$ cat src/rtl/alu_serial.sv
// Bit-serial 4-op-class ALU: one full-adder slice and a carry register process
// the operands LSB-first, with a valid/ready handshake on both sides.
module alu_serial #(
    parameter int WIDTH = 4
) (
    input  logic             clk,
    input  logic             rst_n,
    input  logic             in_valid,
    output logic             in_ready,
    input  logic [WIDTH-1:0] a,
    input  logic [WIDTH-1:0] b,
    input  logic [2:0]       op,
    output logic             out_valid,
    input  logic             out_ready,
    output logic [WIDTH-1:0] result,
    output logic             op_err
);

    localparam int CW = $clog2(WIDTH);

    typedef enum logic [1:0] {
        IDLE,
        RUN,
        DONE
    } state_t;

    state_t state, state_nx;

    logic [WIDTH-1:0] a_sh, b_sh;
    logic [2:0]       op_r;
    logic [CW-1:0]    cnt;
    logic             carry;

    logic last, b_eff, sum, carry_nx, bit_res, ovf;

    // Single full-adder slice; the operand shift registers present bit i at [0].
    always_comb begin
        last     = (cnt == CW'(WIDTH - 1));
        b_eff    = op_r[2] ? ~b_sh[0] : b_sh[0];
        sum      = a_sh[0] ^ b_eff ^ carry;
        carry_nx = (a_sh[0] & b_eff) | (a_sh[0] & carry) | (b_eff & carry);
        ovf      = carry ^ carry_nx;
        case (op_r[1:0])
            2'b00:   bit_res = a_sh[0] & b_eff;
            2'b01:   bit_res = a_sh[0] | b_eff;
            default: bit_res = sum;
        endcase
    end

    always_ff @(posedge clk or negedge rst_n) begin
        if (!rst_n) state <= IDLE;
        else        state <= state_nx;
    end

    always_comb begin
        state_nx  = state;
        in_ready  = 1'b0;
        out_valid = 1'b0;
        case (state)
            IDLE: begin
                in_ready = 1'b1;
                if (in_valid) state_nx = RUN;
            end
            RUN: begin
                if (last) state_nx = DONE;
            end
            DONE: begin
                out_valid = 1'b1;
                if (out_ready) state_nx = IDLE;
            end
            default: state_nx = IDLE;
        endcase
    end

    always_ff @(posedge clk or negedge rst_n) begin
        if (!rst_n) begin
            a_sh   <= '0;
            b_sh   <= '0;
            op_r   <= '0;
            cnt    <= '0;
            carry  <= 1'b0;
            result <= '0;
            op_err <= 1'b0;
        end else begin
            case (state)
                IDLE: begin
                    if (in_valid) begin
                        a_sh   <= a;
                        b_sh   <= b;
                        op_r   <= op;
                        cnt    <= '0;
                        carry  <= op[2] & op[1];
                        op_err <= (op == 3'b011);
                    end
                end
                RUN: begin
                    a_sh  <= a_sh >> 1;
                    b_sh  <= b_sh >> 1;
                    carry <= carry_nx;
                    cnt   <= last ? '0 : cnt + 1'b1;
                    // SLT sign is sum_msb ^ overflow, so it stays correct when A-B overflows.
                    if (last && op_r == 3'b111)
                        result <= WIDTH'(sum ^ ovf);
                    else if (last && op_r == 3'b011)
                        result <= '0;
                    else
                        result <= {bit_res, result[WIDTH-1:1]};
                end
                default: ;
            endcase
        end
    end

endmodule

$ cat config.mk
export PLATFORM = sky130hd
export DESIGN_NAME = alu_serial
export DESIGN_NICKNAME = d
export VERILOG_FILES = /design/src/rtl/alu_serial.sv
export SDC_FILE = /design/constraint.sdc
export NUM_CORES = 1
export LEC_CHECK = 0
export CAP_MARGIN = 10
export CORE_MARGIN = 2
export CORE_UTILIZATION = 44
export DETAILED_ROUTE_END_ITERATION = 10
export GPL_ROUTABILITY_DRIVEN = 0
export PLACE_DENSITY = 0.73
export SLEW_MARGIN = 20
export SYNTH_ARGS = -nofsm -noshare
export SYNTH_HDL_FRONTEND = slang
export SYNTH_SLANG_ARGS = --single-unit
export TNS_END_PERCENT = 1
$ cat constraint.sdc
create_clock -name clk -period 1.6 [get_ports clk]
set_input_delay 0.32 -clock clk [delete_from_list [all_inputs] [get_ports clk]]
set_output_delay 0.32 -clock clk [all_outputs]
set_load 0.02 [all_outputs]
==> out/results.txt, run 1 <==
status -> finished with violations
violated checks -> negative setup slack
met3 Usage GRT -> 4.52%
DP Worst Slack -> -0.0561 ns
Post-Synthesis Cells -> 111
placed insts -> 163
CP required -> 1.83 ns
Final period util -> 106%
Final Hold Viols -> 0
Fin Hold WS -> 0.342 ns
area of the core -> 2230 um2
gr usage total -> 18.6%
Synth top cells by count -> nand2_1 (37), dfrtp_1 (21), nand3_1 (17)
part of the power in registers -> 38.0%
clock latency on the worst-skew pair -> 0.30 ns
Layout area overhead -> 29.1%
part of the power in combinational logic -> 52.1%
first-pass GRT wire length -> 3700 um
total gr overflow -> 0
Setup-failing EPs final -> 1
CTS Buffer Depth -> 2
largest net degree at the start of global routing -> 22
largest area contributor in the netlist -> dfrtp_1
Placed Area -> 1350 um2
antenna violations before repair -> 0
Clock Skews -> 0.00386 ns
Iter 0 DRT Violations -> 14
Worst-Margin Slew -> 0.360 ns
Chip Height -> 53.0 um
multi-input logic area -> 484 um2
CP peak stage delay -> 0.46 ns
Max Freq -> 588 MHz
Power Total -> 2.56 mW
WL final -> 2200 um
Pwr per Cell Area -> 1880 nW/um2
Ant. Diodes -> 0
internal cell power -> 1.47 mW
IO Count -> 22
post-route setup slack -> -0.101 ns
remaining antenna violation count after routing -> 0
Reg area -> 526 um2
clock share of power -> 9.9%
via count -> 856
worst min path class -> in2async
Net Sw Frac -> 42.8%
routed wire length per instance -> 13.2 um
worst path cell trace -> xor2_2 -> fa_1 -> a221o_1 -> o21ai_1
Post-Synthesis Cell Area -> 1060 um2
nets -> 160
switching pwr -> 1.10 mW
Clock transition at path regs -> 0.12 ns
Die Area -> 2810 um2
Synth area leaders -> dfrtp_1 (50%), nand2_1 (13%), nand3_1 (8.0%)
global route hottest layer -> met2
slew margin rel. -> 75.7%
CTS tree -> yes
hpwl dp -> 1700 um
Synth Flop Type -> dfrtp_1
routing usage on met2 -> 32.5%
hold_buf cts -> 0
setup tns final -> -0.101 ns
# port buffers -> 21
post-synthesis sequential area ratio -> 49.7%
Avg Inst Size Synth -> 9.52 um2
peak supply drop -> 958 uV
DR pass1 iterations -> 4
starting density of the core -> 47.3%
Fillers -> 226
fraction of layout cells with a size suffix above 1 -> 15.8%
CP endpoint kind -> register
Cell variety after synth -> 26
flops & latches, synth -> 21
count leader, synth -> nand2_1
Chip Width -> 53.0 um
met1 usage -> 20.8%
final instance area -> 1370 um2
Non-Filler Instances -> 167
Arrival @ worst endpoint -> 1.93 ns
CTS sink cnt -> 21
fraction of registers with async set/reset -> 100%
num rows -> 17
Num CTS Buffers -> 3
P_leak -> 0.670 nW
drt drc -> 0
Post-synth EDFFs -> 0
Yosys Warn Count -> 0
Max-Cap Viols -> 0
Vias/cell -> 5.13
clock root buffer -> clkbuf_4
post-layout util -> 61.1%
syn nets -> 131
number of global-route vias before repair -> 835
htree depth -> 1
CP Class -> reg2reg
RSZ-0062 raised after global routing -> yes
Max Slew Vio Count -> 0
startpoint type of the worst setup path -> register
area share of the largest cell type after synthesis -> 49.7%
CP max FO -> 4
fin crit period -> 1.70 ns
slowest CP cell -> fa_1
logic make-up (layout without fill, tap and decap cells):
| family | count (synthesis) | in the layout | synth area share (%) |
|---|---|---|---|
| AOI/OAI and AO/OA | 8 | 8 | 6.27 |
| xor gates and xnor gates | 1 | 1 | 0.829 |
| adders and majority gates | 5 | 5 | 7.34 |
| buffers and inverters | 10 | 38 | 5.44 |
| DFF | 21 | 21 | 49.7 |
| muxes | 1 | 1 | 1.07 |
| and+or+nand+nor | 65 | 65 | 29.3 |
final cells by class:
type	instances	area share (%)
clock buffer	3	1.65
sequential	21	38.5
timing repair buffer	30	20.3
inverter	4	1.10
clock inverter	1	0.367
multi-input combinational	80	35.5
tap	28	2.57
path summary, 6_finish.rpt:
check | start | end | slack, ns | cells past startpoint
setup / recovery | op_r[2] | result[3] | -0.10 | 4
hold / removal | rst_n | a_sh[3] | 0.34 | 2
setup reg to reg | op_r[2] | result[3] | -0.10 | 4
hold reg to reg | result[0] | result[0] | 0.49 | 2
max in group asynchronous | rst_n | a_sh[0] | 1.04 | 2
min in group clk | result[0] | result[0] | 0.49 | 2
per-layer routing:
layer / wire length [um] / part of all wire (%) / up-vias
met3: 95 / 4.3 / 8
li1: - / - / 420
met1: 828 / 38 / 406
met2: 1220 / 55 / 22
met5: 0 / 0 / -
met4: 61 / 2.8 / 0
cells in the final DEF, fill, tap and decap left out, types with 2 or more instances in the layout:
| cell type | n |
|---|---|
| dfrtp_1 | 21 |
| nand3_2 | 3 |
| o311ai_0 | 2 |
| clkbuf_4 | 3 |
| clkdlybuf4s50_1 | 14 |
| dlygate4sd2_1 | 6 |
| fa_1 | 2 |
| ha_1 | 2 |
| nand3_1 | 17 |
| nand2_1 | 37 |
| buf_4 | 8 |
| inv_1 | 4 |
worst max-delay path, delay by kind of cell, from the launching register on:
family | cells | cell delay [ns]
xor gates and xnor gates | 1 | 0.26
AOI/OAI and AO/OA | 2 | 0.49
adders and majority gates | 1 | 0.46
DFF | 1 | 0.43
power groups by stage:
stage	clock network, mW	logic [mW]	registers [mW]
floorplan	0	0.825	1.02
global placement	0	1.33	0.966
detailed placement	0	1.40	0.991
CTS	0.264	1.35	0.976
global route	0.297	1.50	1.00
finish	0.254	1.34	0.975
state kept, by name, indices dropped and copies added (netlist names):
name    count
op_r        3
result      4
b_sh        4
carry       1
state       2
op_err      1
cnt         2
a_sh        4
what timing repair did:
action / in CTS / in global routing
resized for setup: 7 / 3
endpoints found under the hold margin: 0 / 0
buffers inserted: 0 / 0
setup endpoints to repair: 8 / 2
Note: power is estimated with default switching activity, not from simulation.
==> run 2, diff against run 1 <==
--- a/config.mk
+++ b/config.mk
@@ -7,10 +7,10 @@
 export LEC_CHECK = 0
 export CAP_MARGIN = 10
 export CORE_MARGIN = 2
-export CORE_UTILIZATION = 44
+export CORE_UTILIZATION = 53
 export DETAILED_ROUTE_END_ITERATION = 10
 export GPL_ROUTABILITY_DRIVEN = 0
-export PLACE_DENSITY = 0.73
+export PLACE_DENSITY = 0.82
 export SLEW_MARGIN = 20
 export SYNTH_ARGS = -nofsm -noshare
 export SYNTH_HDL_FRONTEND = slang
==> constraint.sdc (replaced) <==
create_clock -name clk -period 2 [get_ports clk]
set_input_delay 0.4 -clock clk [delete_from_list [all_inputs] [get_ports clk]]
set_output_delay 0.4 -clock clk [all_outputs]
set_load 0.02 [all_outputs]
==> run 2 against run 1 <==
The flow now finishes without violations. Setup slack improved by 0.23 ns. Flip-flop and latch count unchanged. Critical path type is now reg2out. Die area decreased by 16%. Non-clock buffer count decreased by 6. Clock-buffer cell count unchanged. Total power decreased by 24%. Utilization increased by 7.1 points. Clock power decreased by 18%.
==> out/results.txt, run 2 (synthesis results as in run 1) <==
CTS Buffer Depth -> 2
Max-Cap Viols -> 0
routed wire length per instance -> 12.5 um
fraction of layout cells with a size suffix above 1 -> 9.77%
gr usage total -> 19.5%
Setup-failing EPs final -> 0
CP peak stage delay -> 0.60 ns
Num CTS Buffers -> 3
status -> finished clean
# port buffers -> 21
Arrival @ worst endpoint -> 1.47 ns
worst path cell trace -> nor2_1 -> clkdlybuf4s50_1
slowest CP cell -> clkdlybuf4s50_1
Chip Height -> 48.7 um
CTS tree -> yes
WL final -> 2000 um
num rows -> 16
CP required -> 1.60 ns
Final Hold Viols -> 0
htree depth -> 1
Ant. Diodes -> 0
Crit path max-delay family -> buffers and inverters
Clock transition at path regs -> 0.12 ns
Top Registers -> a_sh: 4 flops, b_sh: 4 flops, result: 4 flops
startpoint type of the worst setup path -> register
CP Class -> reg2out
hpwl dp -> 1480 um
DR pass1 iterations -> 4
Chip Width -> 48.7 um
Vias/cell -> 5.33
clock latency on the worst-skew pair -> 0.31 ns
nets -> 154
Final period util -> 93.4%
area of the core -> 1920 um2
CTS sink cnt -> 21
Max Slew Vio Count -> 0
Die Area -> 2370 um2
setup tns final -> 0 ns
remaining antenna violation count after routing -> 0
via count -> 852
total gr overflow -> 0
Fillers -> 166
number of global-route vias before repair -> 814
P_leak -> 0.638 nW
leading cell type in the layout, fill and taps excluded -> nand2_1
antenna violations before repair -> 0
Clock Skews -> 0.00177 ns
Pwr per Cell Area -> 1480 nW/um2
Power Total -> 1.94 mW
IO Count -> 22
starting density of the core -> 55.0%
Layout area overhead -> 24.0%
worst min path class -> in2async
Max Freq -> 535 MHz
most frequent cells in the layout -> nand2_1 (37), dfrtp_1 (21), clkdlybuf4s50_1 (20), nand3_1 (17), inv_1 (4)
Iter 0 DRT Violations -> 14
largest net degree at the start of global routing -> 22
Worst-Margin Slew -> 0.550 ns
fin crit period -> 1.87 ns
CP endpoint kind -> output port
CP bufs+invs -> 1
clock root buffer -> clkbuf_4
RSZ-0062 raised after global routing -> no
slew margin rel. -> 63.3%
peak supply drop -> 796 uV
first-pass GRT wire length -> 3550 um
drt drc -> 0
CP max FO -> 6
-- run 2: cell count changes in the layout (fill, tap and decap cells not counted), sizes merged --
cell,change
buf,-6
clkbuf,-1
clkdlybuf4s50,+6
dlygate4sd2,-6
dlymetal6s2s,+1
-- run 2: worst register-to-register path, stage by stage, from the launching register on --
cell and delay (ns):
dfrtp_1 0.43, xor2_1 0.35, fa_1 0.48, a221o_1 0.36
o21ai_1 0.11
-- run 2: area by class of cell --
class | count | area, um2 | share of cell area (%)
Sequential cell | 21 | 526 | 40.1
Tap cell | 27 | 33.8 | 2.58
Clock buffer | 3 | 22.5 | 1.72
Clock inverter | 1 | 5.00 | 0.382
Multi-Input combinational cell | 80 | 474 | 36.2
Inverter | 4 | 15.0 | 1.15
Timing Repair Buffer | 24 | 235 | 17.9
-- run 2: worst paths after layout --
kind	from	end	slack, ns	cells after the start
min in group clk	b_sh[1]	b_sh[0]	0.51	2
hold / removal	rst_n	a_sh[0]	0.42	2
max in group asynchronous	rst_n	a_sh[3]	1.37	2
setup / recovery	state[1]	in_ready	0.13	2
setup reg to reg	op_r[2]	result[3]	0.21	4
hold reg to reg	b_sh[1]	b_sh[0]	0.51	2
-- run 2: through the flow --
step | hold WS, ns | setup slack [ns] | std cells | util [%] | instance area [um2]
finish | 0.420 | 0.131 | 160 | 68.2 | 1310
floorplan | 0.104 | 0.336 | 111 | - | 1060
global placement | 0.459 | 0.163 | 156 | 66.7 | 1280
detailed placement | 0.478 | 0.121 | 156 | 66.7 | 1280
global route | 0.460 | 0.0888 | 160 | 68.2 | 1310
CTS | 0.433 | 0.0352 | 160 | 68.1 | 1310
-- run 2: repair_timing --
| item | 4_1_cts | 5_1_grt |
|---|---|---|
| hold buffers | 0 | 0 |
| hold endpoints to repair | 0 | 0 |
| endpoints found under the setup margin | 0 | 1 |
| buffers inserted | 0 | 0 |
| resized for setup | 0 | 1 |
-- run 2: layer usage --
layer  vias to the layer above  GRT usage (%)  part of all wire [%]
met5                         -              0                     0
met4                         0           7.14                   1.7
met3                         5           3.40                   4.5
met2                        23           34.5                    52
met1                       411           23.9                    42
li1                        413              -                     -
-- run 2: power by group --
group / internal, mW / switching [mW] / total, mW
Sequential: 0.620 / 0.164 / 0.784
Combinational: 0.418 / 0.534 / 0.952
Clock: 0.0747 / 0.134 / 0.209
Total: 1.11 / 0.832 / 1.94
==> run 3, diff against run 2 <==
--- a/config.mk
+++ b/config.mk
@@ -11,6 +11,7 @@
 export DETAILED_ROUTE_END_ITERATION = 10
 export GPL_ROUTABILITY_DRIVEN = 0
 export PLACE_DENSITY = 0.82
+export REMOVE_ABC_BUFFERS = 1
 export SLEW_MARGIN = 20
 export SYNTH_ARGS = -nofsm -noshare
 export SYNTH_HDL_FRONTEND = slang
==> run 3 against run 2 <==
Cell area barely moved. Highest routed layer unchanged. Die area did not move. Maximum frequency fell by 0.35%. Flip-flop and latch count did not move. Clock-buffer cell count rose by 1. Non-clock buffer count did not move. Setup slack got worse by 0.0065 ns. Clock power barely moved.
==> out/results.txt, run 3 (synthesis results as in run 1) <==
status -> finished clean
Top Registers -> a_sh: 4 flops, b_sh: 4 flops, result: 4 flops
Final period util -> 93.8%
starting density of the core -> 55.0%
remaining antenna violation count after routing -> 0
# port buffers -> 21
clock latency on the worst-skew pair -> 0.30 ns
num rows -> 16
FF-to-FF Start -> op_r[2]
Iter 0 DRT Violations -> 7
Clock transition at path regs -> 0.11 ns
hold_buf cts -> 0
total gr overflow -> 0
leading cell type in the layout, fill and taps excluded -> nand2_1
Ant. Diodes -> 0
Chip Height -> 48.7 um
gr usage total -> 19.2%
slowest CP cell -> clkdlybuf4s50_1
Pwr per Cell Area -> 1480 nW/um2
Setup-failing EPs final -> 0
path depth of the worst reg2reg path -> 4
Vias/cell -> 5.23
fraction of layout cells with a size suffix above 1 -> 9.02%
CP endpoint kind -> output port
Die Area -> 2370 um2
Arrival @ worst endpoint -> 1.48 ns
via count -> 836
Worst-Margin Slew -> 0.566 ns
Max-Cap Viols -> 0
CP Class -> reg2out
R2R Setup Slk -> 0.20 ns
nets -> 154
most frequent cells in the layout -> nand2_1 (37), dfrtp_1 (21), clkdlybuf4s50_1 (20), nand3_1 (17), inv_1 (4)
htree depth -> 1
Final Hold Viols -> 0
CTS tree -> yes
area of the core -> 1920 um2
IO Count -> 22
Max Slew Vio Count -> 0
setup tns final -> 0 ns
worst path cell trace -> nor2_1 -> clkdlybuf4s50_1
CP required -> 1.60 ns
RR Endpoint -> result[3]
DR pass1 iterations -> 4
Max Freq -> 533 MHz
peak supply drop -> 718 uV
clock root buffer -> clkbuf_4
startpoint type of the worst setup path -> register
WL final -> 1940 um
RSZ-0062 raised after global routing -> no
slew margin rel. -> 62.3%
worst min path class -> in2async
CTS Buffer Depth -> 2
drt drc -> 0
fin crit period -> 1.88 ns
post-route setup slack -> 0.125 ns
routed wire length per instance -> 12.1 um
CP peak stage delay -> 0.60 ns
P_leak -> 0.635 nW
hpwl dp -> 1450 um
Num CTS Buffers -> 3
Chip Width -> 48.7 um
CTS sink cnt -> 21
Fillers -> 174
first-pass GRT wire length -> 3510 um
Power Total -> 1.94 mW
DP Worst Slack -> 0.106 ns
Clock Skews -> 0.00196 ns
CP max FO -> 6
antenna violations before repair -> 0
largest net degree at the start of global routing -> 22
number of global-route vias before repair -> 815
Layout area overhead -> 23.9%
==> run 3: changes by cell type in the layout (fill, tap and decap cells not counted) <==
cell | before | now
clkbuf_1 | 0 | 1
clkinv_2 | 1 | 0
==> run 3: worst max path at each step <==
stage	start	end	slack, ns
finish	state[1]	in_ready	0.12
global placement	in_valid	b_sh[2]	0.16
floorplan	op_r[2]	result[3]	0.33
CTS	state[1]	out_valid	0.02
global route	state[1]	in_ready	0.05
detailed placement	in_valid	b_sh[0]	0.11
==> run 3: layout make-up <==
cell class,instances,area [um2],share of cell area (%)
clock buffers,4,26.3,2.01
repair buffers,24,235,18.0
multi-input cells,80,474,36.2
well taps,27,33.8,2.58
inverters,4,15.0,1.15
flip-flops and latches,21,526,40.1
==> run 3: per-layer routing <==
metal  vias up  global-route usage (%)  routed length (um)
met3         4                    3.09                  68
met4         0                    10.0                  42
met2        15                    32.0                 973
li1        411                       -                   -
met1       406                    24.1                 851
met5         -                       0                   0
==> run 3: what timing repair did <==
item | CTS | global route
endpoints found under the setup margin | 0 | 1
setup buffers | 0 | 0
gates resized for setup | 0 | 1
==> run 3: per-stage QoR <==
step,cells,util (%),cell area [um2],hold WS [ns]
6_report,160,68.2,1310,0.417
3_5_place_dp,156,66.7,1280,0.474
5_1_grt,160,68.2,1310,0.427
3_3_place_gp,156,66.7,1280,0.458
4_1_cts,160,68.0,1310,0.425
2_1_floorplan,105,-,1010,0.104
==> run 3: critical path, delay by kind of cell (launching register included) <==
kind | cells | cell delay (ns)
buffers and inverters | 1 | 0.60
DFF | 1 | 0.45
and+or+nand+nor | 1 | 0.12
==> run 3: where the power goes <==
part           total [mW]  switching, mW  internal [mW]
Combinational       0.951          0.534          0.418
Clock               0.206          0.128         0.0778
Sequential          0.778          0.158          0.620
Total                1.94          0.820           1.11
==> RTL change 1, RTL diff (config.mk and constraints of run 1) <==
Change the parameter `WIDTH` from 4 to 2.
--- a/src/rtl/alu_serial.sv
+++ b/src/rtl/alu_serial.sv
@@ -2,5 +2,5 @@
 // the operands LSB-first, with a valid/ready handshake on both sides.
 module alu_serial #(
-    parameter int WIDTH = 4
+    parameter int WIDTH = 2
 ) (
     input  logic             clk,
Interface: changed (resized a, b and result); port bits go from 22 to 16. No check against the original RTL was run, so the function may have changed too.
==> RTL change 1 against run 1 <==
  * The flow still finishes with violations (setup timing)
  * Synthesized cell count is 37% lower
  * Routed wire length decreased by 29%
  * Critical endpoint is now result[1]
  * Sequential share of layout area shrank 2.3 points
  * Design area shrank 29%
  * Total power shrank 26%
  * Non-clock buffer count decreased by 9
  * Area after synthesis down 33%
  * Combinational power decreased by 28%
  * Sequential cell count shrank 7
  * Setup slack improved by 0.037 ns
  * Sequential power fell by 31%
==> RTL change 1: results (changes against run 1) <==
number of standard cells in the layout, taps in and fillers out=109 (-35%); GRT Resource Usage Total=20.03% (+1.4 points); sum of negative setup slack=-0.06475 ns (+0.03664 ns); maximum fanout encountered on the critical timing path=3 (-1); wire length of the first global-routing pass=2704 um (-27%); status=finished, violations left; Met1 Routed Length=673 um (-19%); Final Worst Setup Slack=-0.06396 ns (+0.03742 ns); fraction of final layout cells sized beyond drive strength 1=18.28% (+2.5 points); Layout Skew=0.0005822 ns (-0.003277 ns); wire length on met3=50 um (-47%); WL per Instance=14.38 um (+9.0%); delay of the slowest cell on the worst path=0.43 ns (-0.03 ns); Detail Route met2 WL=827 um (-32%); tightest slew margin relative to the limit=75.08% (-0.63 points); worst ir drop on vdd=0.001053 V (+9.9%); maximum number of pins on one net before global-route repair=15 (-32%); cell area after placement=910.9 sq um (-32%); per-instance average area after synthesis=10.17 sq um (+6.8%); clock network latency to the later pin of the worst-skew pair=0.28 ns (-0.02 ns); detailed-placement wirelength estimate=1154 um (-32%); portion of the post-synthesis area used by sequential elements=49.21% (-0.50 points); top area cells in the synthesized netlist=sky130_fd_sc_hd__dfrtp_1 (49%), sky130_fd_sc_hd__nand2_1 (9.5%), sky130_fd_sc_hd__fa_1 (5.6%), sky130_fd_sc_hd__ha_1 (3.5%), sky130_fd_sc_hd__nand3_1 (2.1%); count of distinct cell types in the synthesized netlist=29 (+12%); vias=579 (-32%); post-CTS clock slew at the launch and capture registers of the worst setup and hold paths=0.08 ns (-0.04 ns); worst reg2reg path endpoint=result[1]; violations in the final reports=setup timing; Critical-path top delay cell=sky130_fd_sc_hd__dfrtp_1; Final setup violation count=2 (+1); number of input and output port buffers inserted=15 (-29%)
[RTL change 1: area by class of cell]
type	instances	share of cell area [%]
Timing Repair Buffer	21	20.67
Clock buffer	4	3.747
Sequential cell	14	36.18
Multi-Input combinational cell	50	35.79
Tap cell	16	2.067
Inverter	4	1.550
[RTL change 1: layer usage]
metal | vias to the layer above | track usage, %
met3 | 2 | 6.122
met4 | 0 | 10.91
met2 | 11 | 32.06
li1 | 287 | -
met1 | 279 | 24.07
met5 | - | 0
[RTL change 1: cells by family (layout without fill, tap and decap cells)]
group           after synthesis  in the layout  share of synthesized area, %
buf+inv                       6             29                         4.392
xor+xnor                      1              1                         1.230
compound gates               12             12                         12.48
flops                        14             14                         49.21
mux                           1              1                         1.582
fa+ha+maj                     4              4                         9.139
simple gates                 32             32                         21.97
[RTL change 1: stage by stage]
step           hold WS (ns)  total power [mW]
2_1_floorplan       0.02441             1.246
3_3_place_gp         0.4872             1.547
3_5_place_dp         0.4929             1.605
4_1_cts              0.3494             1.851
5_1_grt              0.3398             2.052
6_report             0.3466             1.891
[RTL change 1: how the worst max path moves through the flow]
stage / to / slack, ns / cells after the start
final: result[1] / -0.06 / 6
after global routing: result[1] / -0.17 / 6
after CTS: result[1] / -0.07 / 6
after detailed placement: result[1] / -0.07 / 6
after global placement: result[1] / -0.03 / 6
after floorplan: result[1] / 0.006 / 4
[RTL change 1: repair_timing]
item	in CTS	in global routing
resized for setup	2	6
endpoints found under the hold margin	0	0
setup endpoints to repair	3	4
pin swaps	1	3
buffers inserted	0	1
[RTL change 1: power groups by stage]
stage                     clock (mW)  combinational (mW)  sequential (mW)
final                          0.254               0.961            0.676
after global routing           0.291                1.06            0.699
after CTS                      0.260               0.916            0.674
after detailed placement           0               0.925            0.680
after global placement             0               0.878            0.669
after floorplan                    0               0.554            0.692
==> RTL change 2, RTL diff (config.mk and constraints of run 1) <==
Without the edit above. Register the output `op_err` once more, with the module's reset; this adds one clock of latency there. The other outputs are not delayed to match.
--- a/src/rtl/alu_serial.sv
+++ b/src/rtl/alu_serial.sv
@@ -24,4 +24,6 @@
         DONE
     } state_t;
+
+    logic op_err_s0;
 
     state_t state, state_nx;
@@ -81,5 +83,5 @@
             carry  <= 1'b0;
             result <= '0;
-            op_err <= 1'b0;
+            op_err_s0 <= 1'b0;
         end else begin
             case (state)
@@ -91,5 +93,5 @@
                         cnt    <= '0;
                         carry  <= op[2] & op[1];
-                        op_err <= (op == 3'b011);
+                        op_err_s0 <= (op == 3'b011);
                     end
                 end
@@ -112,4 +114,12 @@
     end
 
+    always_ff @(posedge clk or negedge rst_n) begin
+        if (!rst_n) begin
+            op_err <= '0;
+        end else begin
+            op_err <= op_err_s0;
+        end
+    end
+
 endmodule
 
Check against the original RTL: not equivalent (a bounded check fails within 4 cycles, from zero or initial values and one cycle with rst_n low).
==> RTL change 2 against run 1 <==
  * The flow still finishes with violations (setup timing)
  * Worst hold slack worse by 0.011 ns
  * Sequential cell count up 1
  * First-iteration DRC count unchanged
  * Routed wire length down 2.7%
  * Largest power group unchanged
  * Sequential power up 4%
  * Core utilization up 0.51 points
  * Total power up 3.8%
  * Area after synthesis up 2.4%
  * Setup slack better by 0.061 ns
  * Non-clock buffer count up 1
  * Design area up 2.8%
==> RTL change 2: results (changes against run 1) <==
number of DRC markers in iteration 0=14 (unchanged); detailed-placement wirelength estimate=1566 um (-7.8%); maximum number of pins on one net before global-route repair=23 (+4.5%); vias=867 (+1.3%); wire length of the first global-routing pass=3670 um (-0.76%); synthesized-area fraction occupied by adder cells=7.168% (-0.17 points); met1 GRT Util=22.44% (+1.6 points); fraction of final layout cells sized beyond drive strength 1=15.60% (-0.22 points); cell area after placement=1353 sq um (+0.37%); net switching power=1.100 mW (+0.25%); number of input and output port buffers inserted=21 (unchanged); met3 layer usage reported by global route=5.000% (+0.48 points); maximum fanout encountered on the critical timing path=3 (-1); number of nets at the end of the flow=162 (+1.3%); final routed wirelength across all metal layers=2142 um (-2.7%); Final Worst Setup Slack=-0.04079 ns (+0.06059 ns); portion of the post-synthesis area used by sequential elements=50.87% (+1.2 points); reported leakage power=0.6916 nW (+3.3%); count of distinct cell types in the synthesized netlist=26 (unchanged); top area cells in the synthesized netlist=sky130_fd_sc_hd__dfrtp_1 (51%), sky130_fd_sc_hd__nand2_1 (13%), sky130_fd_sc_hd__nand3_1 (7.9%), sky130_fd_sc_hd__fa_1 (3.7%), sky130_fd_sc_hd__ha_1 (3.5%); Detail Route met2 WL=1074 um (-12%); Layout Skew=0.002914 ns (-0.0009444 ns); worst ir drop on vdd=0.001045 V (+9.1%); violations in the final reports=setup timing; level count of the clock H-tree=1 (unchanged); mux cell area share after synthesis=1.040% (-0.025 points); met2 Usage GRT=30.66% (-1.8 points); Met1 Routed Length=955 um (+15%); TritonCTS buffer count=3 (unchanged); data arrival time of the critical path=1.89 ns (-0.04 ns); largest registers=a_sh: 4 flops, b_sh: 4 flops, result: 4 flops; synthesized-area fraction occupied by ao, oa, aoi and oai cells=6.127% (-0.15 points); number of global-route vias before repair=842 (+0.84%); Final setup violation count=1 (unchanged); pre-CTS setup slack=-0.05060 ns (+0.005471 ns); fraction of synthesis flops using an asynchronous set or reset pin=100.0% (unchanged); GRT Resource Usage Total=17.86% (-0.78 points); post-synthesis share of cell area spent on xor and xnor gates=0.8092% (-0.019 points); syn nets=132 (+0.76%); maximum clock insertion buffer count=2 (unchanged); tightest slew margin relative to the limit=68.66% (-7.0 points); status=finished, violations left; wire length on met3=102 um (+7.4%); commonest cells in the synthesized netlist=sky130_fd_sc_hd__nand2_1 (37), sky130_fd_sc_hd__dfrtp_1 (22), sky130_fd_sc_hd__nand3_1 (17), sky130_fd_sc_hd__buf_2 (4), sky130_fd_sc_hd__inv_1 (4); sum of negative setup slack=-0.04079 ns (+0.06059 ns)
## RTL change 2: changes by cell type in the layout (fill, tap and decap cells not counted)
cell,delta
sky130_fd_sc_hd__buf_12,-1
sky130_fd_sc_hd__buf_4,+2
sky130_fd_sc_hd__clkbuf_2,-1
sky130_fd_sc_hd__clkbuf_8,+1
sky130_fd_sc_hd__clkdlybuf4s50_1,+1
sky130_fd_sc_hd__clkinv_2,-1
sky130_fd_sc_hd__dfrtp_1,+1
sky130_fd_sc_hd__mux2_2,-1
sky130_fd_sc_hd__mux2_4,+1
sky130_fd_sc_hd__o311ai_0,-1
sky130_fd_sc_hd__o311ai_1,+1
## RTL change 2: final timing paths
kind | depth (start not counted) | startpoint | end | slack (ns)
worst max-delay path | 4 | op_r[2] | result[3] | -0.04
worst min-delay path | 2 | rst_n | op_err | 0.33
worst max register to register | 4 | op_r[2] | result[3] | -0.04
worst min register to register | 0 | op_err_s0 | op_err | 0.40
max in group asynchronous | 2 | rst_n | result[2] | 1.05
min in group clk | 0 | op_err_s0 | op_err | 0.40
## RTL change 2: cell type report
class | instances | area, sq um
multi-input combinational | 80 | 488.0
timing repair buffer | 31 | 277.8
inverter | 4 | 15.01
clock buffer | 4 | 36.28
fill | 200 | 873.3
tap | 28 | 35.03
sequential | 22 | 550.5
## RTL change 2: kinds of logic (layout without fill, tap and decap cells)
family / after synthesis / in the layout
AOI/OAI and AO/OA: 8 / 8
and+or+nand+nor: 65 / 65
muxes: 1 / 1
xor gates and xnor gates: 1 / 1
adders and majority gates: 5 / 5
buffers and inverters: 10 / 39
DFF: 22 / 22
## RTL change 2: power by group through the flow
| stage | logic (mW) | clock network [mW] | registers [mW] |
|---|---|---|---|
| 6_report | 1.35 | 0.310 | 1.01 |
| 2_1_floorplan | 0.826 | 0 | 1.06 |
| 3_5_place_dp | 1.33 | 0 | 1.02 |
| 3_3_place_gp | 1.28 | 0 | 1.00 |
| 4_1_cts | 1.29 | 0.329 | 1.00 |
| 5_1_grt | 1.55 | 0.348 | 1.04 |
## RTL change 2: worst max-delay path: stages (launching register included)
cell and delay (ns):
sky130_fd_sc_hd__dfrtp_1 0.44, sky130_fd_sc_hd__xor2_2 0.24, sky130_fd_sc_hd__fa_1 0.44, sky130_fd_sc_hd__a221o_1 0.36
sky130_fd_sc_hd__o21ai_1 0.11
## RTL change 2: timing repair
action / 4_1_cts / 5_1_grt
buffers inserted: 0 / 2
pin swaps: 1 / 1
endpoints found under the setup margin: 7 / 3
gates resized for setup: 6 / 3
## RTL change 2: stage by stage
step	power, mW	cells
after detailed placement	2.349	163
after floorplan	1.881	112
after global routing	2.935	169
after CTS	2.620	167
after global placement	2.286	163
final	2.663	169
